**src/rtl/gin_tile_streamer.sv**
```systemverilog
// GLB-to-GIN tile streamer: walks rows x cols x len words, reads them from the GLB,
// and feeds the GIN master port from a credit-guarded FIFO carrying {data, tag_X, tag_Y}.
module gin_tile_streamer #(
  parameter int DATA_BITS  = 32,
  parameter int XID_BITS   = 5,
  parameter int YID_BITS   = 4,
  parameter int ADDR_BITS  = 16,
  parameter int LEN_BITS   = 8,
  parameter int FIFO_DEPTH = 4
) (
  input  logic                 clk,
  input  logic                 rst,
  input  logic                 start,
  input  logic [ADDR_BITS-1:0] base_addr,
  input  logic [YID_BITS-1:0]  rows,
  input  logic [XID_BITS-1:0]  cols,
  input  logic [LEN_BITS-1:0]  len,
  input  logic [YID_BITS-1:0]  y_base,
  input  logic [XID_BITS-1:0]  x_base,
  output logic                 busy,
  output logic                 done,
  output logic                 glb_rd_en,
  output logic [ADDR_BITS-1:0] glb_rd_addr,
  input  logic [DATA_BITS-1:0] glb_rd_data,
  output logic                 GIN_valid,
  input  logic                 GIN_ready,
  output logic [DATA_BITS-1:0] GIN_data,
  output logic [XID_BITS-1:0]  tag_X,
  output logic [YID_BITS-1:0]  tag_Y
);

  localparam int PTR_W = (FIFO_DEPTH > 1) ? $clog2(FIFO_DEPTH) : 1;
  localparam int CNT_W = $clog2(FIFO_DEPTH + 1);
  localparam int ENT_W = DATA_BITS + YID_BITS + XID_BITS;

  typedef enum logic [1:0] {IDLE, RUN, DRAIN, DONE} state_t;
  state_t state, state_nxt;

  logic [ADDR_BITS-1:0] addr_q;
  logic [YID_BITS-1:0]  rows_q, y_base_q, y_cnt, tag_y_p1;
  logic [XID_BITS-1:0]  cols_q, x_base_q, x_cnt, tag_x_p1;
  logic [LEN_BITS-1:0]  len_q, k_cnt;
  logic                 vld_p1;

  logic [ENT_W-1:0]     mem [FIFO_DEPTH];
  logic [PTR_W-1:0]     wr_ptr, rd_ptr;
  logic [CNT_W-1:0]     fifo_count;
  logic [CNT_W:0]       used;

  logic accept, zero_size, k_last, x_last, y_last, last_rd, credit_ok, push, pop;

  always_comb begin
    accept    = (state == IDLE) && start;
    zero_size = (rows == '0) || (cols == '0) || (len == '0);
    k_last    = (k_cnt == len_q - LEN_BITS'(1));
    x_last    = (x_cnt == cols_q - XID_BITS'(1));
    y_last    = (y_cnt == rows_q - YID_BITS'(1));
    last_rd   = k_last && x_last && y_last;
    // Credit uses registered occupancy only; a pop this cycle frees space next cycle.
    used      = {1'b0, fifo_count} + (CNT_W+1)'(vld_p1);
    credit_ok = used < (CNT_W+1)'(FIFO_DEPTH);
    push      = vld_p1;
    pop       = GIN_valid && GIN_ready;
  end

  always_ff @(posedge clk) begin
    if (!rst) state <= IDLE;
    else      state <= state_nxt;
  end

  always_comb begin
    state_nxt = state;
    case (state)
      // An empty tile still spends one busy cycle in DRAIN so done lands at t+2.
      IDLE:    if (start) state_nxt = zero_size ? DRAIN : RUN;
      RUN:     if (glb_rd_en && last_rd) state_nxt = DRAIN;
      DRAIN:   if ((fifo_count == '0) && !vld_p1) state_nxt = DONE;
      DONE:    state_nxt = IDLE;
      default: state_nxt = IDLE;
    endcase
  end

  always_comb begin
    busy      = (state == RUN) || (state == DRAIN);
    done      = (state == DONE);
    glb_rd_en = (state == RUN) && credit_ok;
  end

  // Stage p0: tile walk counters and address generation
  always_ff @(posedge clk) begin
    if (!rst) begin
      k_cnt <= '0;
      x_cnt <= '0;
      y_cnt <= '0;
    end else if (accept) begin
      k_cnt <= '0;
      x_cnt <= '0;
      y_cnt <= '0;
    end else if (glb_rd_en) begin
      if (!k_last) begin
        k_cnt <= k_cnt + LEN_BITS'(1);
      end else begin
        k_cnt <= '0;
        if (!x_last) begin
          x_cnt <= x_cnt + XID_BITS'(1);
        end else begin
          x_cnt <= '0;
          y_cnt <= y_cnt + YID_BITS'(1);
        end
      end
    end
  end

  always_ff @(posedge clk) begin
    if (accept) begin
      addr_q   <= base_addr;
      rows_q   <= rows;
      cols_q   <= cols;
      len_q    <= len;
      y_base_q <= y_base;
      x_base_q <= x_base;
    end else if (glb_rd_en) begin
      addr_q <= addr_q + ADDR_BITS'(1);
    end
  end

  assign glb_rd_addr = addr_q;

  // Stage p1: tags ride alongside the GLB read latency
  always_ff @(posedge clk) begin
    if (!rst) vld_p1 <= 1'b0;
    else      vld_p1 <= glb_rd_en;
  end

  always_ff @(posedge clk) begin
    tag_y_p1 <= y_base_q + y_cnt;
    tag_x_p1 <= x_base_q + x_cnt;
  end

  // Stage p2: FIFO push of returning read data, pop toward GIN
  always_ff @(posedge clk) begin
    if (push) mem[wr_ptr] <= {glb_rd_data, tag_y_p1, tag_x_p1};
  end

  always_ff @(posedge clk) begin
    if (!rst) begin
      wr_ptr     <= '0;
      rd_ptr     <= '0;
      fifo_count <= '0;
    end else begin
      if (push) wr_ptr <= (wr_ptr == PTR_W'(FIFO_DEPTH - 1)) ? '0 : wr_ptr + PTR_W'(1);
      if (pop)  rd_ptr <= (rd_ptr == PTR_W'(FIFO_DEPTH - 1)) ? '0 : rd_ptr + PTR_W'(1);
      case ({push, pop})
        2'b10:   fifo_count <= fifo_count + CNT_W'(1);
        2'b01:   fifo_count <= fifo_count - CNT_W'(1);
        default: fifo_count <= fifo_count;
      endcase
    end
  end

  assign GIN_valid = (fifo_count != '0);

  always_comb begin
    {GIN_data, tag_Y, tag_X} = GIN_valid ? mem[rd_ptr] : '0;
  end

endmodule

```
**config.mk**
```make
export PLATFORM = sky130hd
export DESIGN_NAME = gin_tile_streamer
export DESIGN_NICKNAME = d
export VERILOG_FILES = /design/src/rtl/gin_tile_streamer.sv
export SDC_FILE = /design/constraint.sdc
export NUM_CORES = 1
export LEC_CHECK = 0
export ABC_CLOCK_PERIOD_IN_PS = 2700
export BUFFER_PORTS_ARGS = -buffer_cell sky130_fd_sc_hd__buf_2
export CORE_MARGIN = 2
export CORE_UTILIZATION = 55
export CTS_CLUSTER_SIZE = 16
export DETAILED_ROUTE_END_ITERATION = 6
export PLACE_DENSITY = 0.77
export SLEW_MARGIN = 20
export SYNTH_ARGS = -nofsm -noshare
export SYNTH_HDL_FRONTEND = slang
export SYNTH_SLANG_ARGS = --single-unit
```
**constraint.sdc**
```tcl
create_clock -name clk -period 2.7 [get_ports clk]
set_input_delay 0.135 -clock clk [delete_from_list [all_inputs] [get_ports clk]]
set_output_delay 0.135 -clock clk [all_outputs]
set_load 0.05 [all_outputs]
```
==> flow_metrics.py, run 1 <==
metrics = {
    "floorplanning": {
        "core_um2": 18580,
        "initial_core_util": 0.5575,
        "chipHeight_um": 141.2,
        "rows": 50,
        "die_area_um2": 19950,
        "die_width_um": 141.2,
        "io-pin-count": 139,
    },
    "timing": {
        "tightest_slew_ns": 0.6055,
        "fmax_mhz": 403.7,
        "hold_viol_final": 0,
        "clock_skew_ns": 0.01917,
        "slew_headroom": 0.5900,
        "slew_viol_final": 0,
        "period_minus_slack_ns": 2.477,
        "timing.final.crit_share": 0.9174,
        "setup_tns_ns": 0,
        "rsz0062_at_grt": "false",
        "setup_violations": 0,
    },
    "clock_network": {
        "path_clk_slew_ns": 0.06,
        "cts_tree": "yes",
        "cts.sinks": 244,
        "insertion_delay_ns": 0.53,
        "cts_buffer_depth": 3,
        "cts_inserted_buffers": 25,
        "cts-resized-gates": 0,
        "cts_max_level": 1,
        "root_buffer": "clkbuf_16",
    },
    "synthesis": {
        "syn-instance-count": 671,
        "synth_area_leaders": "edfxtp_1 (60%), mux4_2 (8.9%), dfxtp_1 (7.3%)",
        "seq_area_frac_synth": 0.6706,
        "syn_area_um2": 10360,
        "yosysWarningCount": 0,
        "syn_nets": 777,
        "ys.flop_type": "edfxtp_1",
        "yosysTopAreaCellShare": 0.5972,
        "synth_edf_count": 206,
        "async_reset_ff_frac": 0,
        "synth_area_leader_cell": "edfxtp_1",
        "avgSynthCellArea_um2": 15.44,
        "synth-seq-cells": 244,
        "ys_types": 54,
    },
    "grt": {
        "antenna_found_initial": 1,
        "grt_pass1_wl_um": 34300,
        "grt_use_total": 0.2173,
        "grt_pass1_vias": 6817,
        "grt_overflow_total": 0,
        "grt_max_degree": 43,
    },
    "worst_setup_path": {
        "worstPathRequired_ns": 2.57,
        "cp_max_fo": 11,
        "start_kind": "flop",
        "arrival_ns": 2.34,
        "worstSetupEndpointType": "output port",
        "path_class": "flop to output port",
    },
    "final_layout": {
        "finalInstanceArea_um2": 12970,
        "final_common_cell": "edfxtp_1",
        "layout_common_cells": "edfxtp_1 (206), buf_2 (138), dlygate4sd3_1 (76)",
        "diodes": 0,
        "drive_gt1_frac": 0.2677,
        "fin_nets": 1007,
        "area_delta_synth_final_pct": 25.24,
    },
    "power": {
        "powerDensity_nw_per_um2": 978.5,
        "ir_drop_v": 0.0008661,
        "p_leak_nw": 4.815,
    },
    "routing": {
        "dr.pass1.iters": 5,
        "drc": 0,
        "totalWireLength_um": 21500,
        "drtIter0Drc": 372,
        "vias_per_cell": 5.572,
        "wl_per_cell_um": 18.65,
        "postRouteAntennaNets": 0,
        "vias": 6424,
    },
    "place": {
        "gp_congestion": 0.8561,
        "place_area_um2": 11360,
        "dp_hpwl_um": 12910,
        "numPortBuffers": 138,
    },
    "min_path": {
        "hp-class": "input pin to flop",
    },
    "job": {
        "max_cap_viol_count": 0,
    },
    "status": {
        "status": "completed",
    },
}
[metrics by stage]
step	cells	worst slack [ns]	power, W	utilization	hold slack [ns]
global route	1153	0.02570	0.01323	0.6982	0.1912
floorplan	671	0.09411	0.008153	-	0.2339
CTS	1153	0.1520	0.01274	0.6982	0.1472
global placement	1032	0.4067	0.009061	0.6115	0.3139
detailed placement	1032	0.2917	0.009181	0.6115	0.3135
finish	1153	0.2231	0.01270	0.6982	0.2062
[cells in the mapped netlist (8+ instances only)]
library cell and count:
edfxtp_1 206, and2_1 47, nand2_1 42, mux4_2 41
dfxtp_1 38, inv_1 30, xnor2_1 27, ha_1 25
nor2_1 25, xor2_1 24, o21ai_0 22, a21oi_1 17
clkbuf_1 17, nand3_1 11, nand4_1 11, nor3_1 11
or3_1 8
[critical path: stages (launching register included)]
cell and delay [ns]:
dfxtp_2 0.58, buf_4 0.31, mux4_2 0.53, and2_1 0.17, buf_2 0.20
[what timing repair did]
item / CTS / global route
buffers inserted: 0 / 0
endpoints found under the hold margin: 174 / 0
hold buffers: 76 / 0
[path summary, 6_finish.rpt]
path              slack, ns     endpoint  cells after the start         from
setup / recovery       0.22  GIN_data[8]                      4         flop
hold / removal         0.21     state[0]                      5        start
setup reg to reg       0.24     k_cnt[3]                      8     len_q[0]
hold reg to reg        0.46    mem[2][7]                      0  tag_y_p1[2]
[power by group]
part	total, W	internal (W)	switching, W
clock	0.00349	0.00207	0.00142
combinational	0.00419	0.00131	0.00288
sequential	0.00501	0.00465	0.000364
[flip-flops by register name, indices dropped and copies added, names as in the netlist, 4 cells and up, named ones only]
register / count
rows_q: 4
y_cnt: 4
len_q: 8
cols_q: 5
x_cnt: 5
tag_x_p1: 5
glb_rd_addr: 16
mem: 164
y_base_q: 4
k_cnt: 8
x_base_q: 5
tag_y_p1: 4
[layout make-up]
type / instances / area (µm²)
Timing Repair Buffer: 227 / 1562
Clock buffer: 37 / 763.2
Clock inverter: 8 / 87.58
Sequential cell: 244 / 6949
Fill cell: 1179 / 5607
Multi-Input combinational cell: 373 / 3207
Tap cell: 234 / 292.8
Inverter: 30 / 112.6
[logic make-up after synthesis]
group / Yosys count / synth area share
compound gates: 67 / 0.04131
xor+xnor: 51 / 0.04312
fa+ha+maj: 28 / 0.03599
buf+inv: 54 / 0.02041
flops: 244 / 0.6706
mux: 46 / 0.09409
simple gates: 181 / 0.09446
[layer usage]
layer	track usage	part of all wire	vias to the layer above
li1	-	-	2982
met1	0.2724	0.41	3126
met2	0.3855	0.51	270
met3	0.04008	0.064	46
met4	0.06842	0.019	0
met5	0	0	-
(Power assumes the default switching activity.)
==> run 2: changes to the inputs <==
- GPL_TIMING_DRIVEN: default -> 0
==> flow_metrics.py, run 2 (same netlist as run 1, synthesis figures left out) <==
metrics = {
    "status": {
        "status": "completed",
    },
    "floorplanning": {
        "rows": 50,
        "core_um2": 18580,
        "io-pin-count": 139,
        "chipHeight_um": 141.2,
        "die_area_um2": 19950,
        "initial_core_util": 0.5575,
        "die_width_um": 141.2,
    },
    "power": {
        "ir_drop_v": 0.0007097,
        "sw_frac_of_total": 0.3651,
        "total_power_w": 0.01279,
        "internal-power_w": 0.008121,
        "power_frac_clock": 0.272,
        "p_sw_w": 0.004670,
        "combPwrFrac": 0.339,
        "power.share.sequential": 0.389,
        "p_leak_nw": 4.888,
        "powerDensity_nw_per_um2": 969.8,
    },
    "timing": {
        "period_minus_slack_ns": 2.539,
        "setup_violations": 0,
        "fmax_mhz": 393.9,
        "tightest_slew_ns": 0.7372,
        "timing.final.crit_share": 0.9402,
        "whs_ns": 0.02045,
        "slew_headroom": 0.5008,
        "setup_ws_ns": 0.1614,
        "rsz0062_at_grt": "false",
        "hold_viol_final": 0,
        "slew_viol_final": 0,
        "clock_skew_ns": 0.01446,
    },
    "worst_setup_path": {
        "arrival_ns": 2.40,
        "r2r_setup_slack_ns": 0.19,
        "worstSetupEndpointType": "output port",
        "worstPathRequired_ns": 2.57,
        "path_class": "flop to output port",
        "start_kind": "flop",
        "cp_max_fo": 10,
    },
    "final_layout": {
        "largest_register_ffs": 164,
        "fin_nets": 1026,
        "diodes": 0,
        "area_delta_synth_final_pct": 27.32,
        "largest_register": "mem",
        "fillers": 1177,
        "final_common_cell": "edfxtp_1",
        "drive_gt1_frac": 0.2620,
        "instances_no_fill": 1173,
        "layout_common_cells": "edfxtp_1 (206), buf_2 (139), dlygate4sd3_1 (75)",
    },
    "place": {
        "pre_cts_slack_ns": 0.06869,
        "gp_congestion": 0.8842,
        "numPortBuffers": 138,
        "dp_hpwl_um": 13710,
        "dp.cells": 1051,
    },
    "routing": {
        "totalWireLength_um": 21470,
        "drtIter0Drc": 409,
        "dr.pass1.iters": 5,
        "postRouteAntennaNets": 0,
        "drc": 0,
        "wl_per_cell_um": 18.30,
        "vias_per_cell": 5.584,
        "vias": 6550,
    },
    "clock_network": {
        "cts.sinks": 244,
        "insertion_delay_ns": 0.53,
        "cts_inserted_buffers": 25,
        "path_clk_slew_ns": 0.06,
        "cts_buffer_depth": 3,
        "cts_tree": "yes",
        "cts_max_level": 1,
        "root_buffer": "clkbuf_16",
    },
    "grt": {
        "grt_use_total": 0.2169,
        "grt_pass1_wl_um": 34180,
        "grt_overflow_total": 0,
        "grt_max_degree": 25,
        "grt_pass1_vias": 6793,
        "antenna_found_initial": 0,
    },
    "min_path": {
        "hp-class": "input pin to flop",
    },
    "job": {
        "max_cap_viol_count": 0,
    },
}
-- run 2: cell types whose count changed in the layout (fill, tap and decap cells not counted), sizes merged --
cell	previous run	this run
dlygate4sd3	76	75
buf	151	153
clkbuf	37	54
bufinv	1	3
-- run 2: through the flow --
| step | TNS, ns | utilization | area (µm²) |
|---|---|---|---|
| floorplan | 0 | - | 10360 |
| global placement | -10.02 | 0.6104 | 11340 |
| detailed placement | 0 | 0.6222 | 11560 |
| CTS | 0 | 0.7087 | 13170 |
| global route | 0 | 0.7098 | 13190 |
| finish | 0 | 0.7098 | 13190 |
-- run 2: final timing paths --
path                             startpoint         to  depth (start not counted)
worst max-delay path                   flop   tag_Y[3]                          5
worst min-delay path              GIN_ready       flop                          4
worst max register to register     len_q[0]   k_cnt[2]                          8
worst min register to register  tag_x_p1[3]  mem[3][3]                          0
-- run 2: routing by layer --
metal,global-route usage,wire [µm]
met1,0.2636,8268
met5,0,0
met2,0.3952,11270
met4,0.06737,568
met3,0.03872,1358
-- run 2: worst max-delay path, stage by stage, from the launching register on --
cell and delay [ns]:
dfxtp_1 0.31, buf_1 0.24, buf_1 0.51, mux4_2 0.41
and2_1 0.19, buf_2 0.22
-- run 2: cell type report --
type	count	area, µm²	share of cell area
Clock inverter	10	138.9	0.01053
Tap cell	234	292.8	0.02220
Timing Repair Buffer	223	1669	0.1266
Sequential cell	244	6947	0.5267
Clock buffer	36	706.9	0.05360
Inverter	30	112.6	0.008538
Buffer	23	111.4	0.008443
Multi-Input combinational cell	373	3211	0.2434
-- run 2: timing repair --
item,in CTS,in global routing
pin swaps,0,1
gates resized for setup,9,9
setup buffers,0,2
hold buffers,75,0
endpoints found under the hold margin,172,0
endpoints found under the setup margin,40,55
-- run 2: power by group through the flow --
| stage | sequential, W | clock [W] | combinational (W) |
|---|---|---|---|
| final | 0.00498 | 0.00348 | 0.00434 |
| after global routing | 0.00503 | 0.00369 | 0.00462 |
| after CTS | 0.00497 | 0.00353 | 0.00431 |
| after detailed placement | 0.00504 | 0 | 0.00420 |
| after global placement | 0.00501 | 0 | 0.00405 |
| after floorplan | 0.00541 | 0 | 0.00274 |
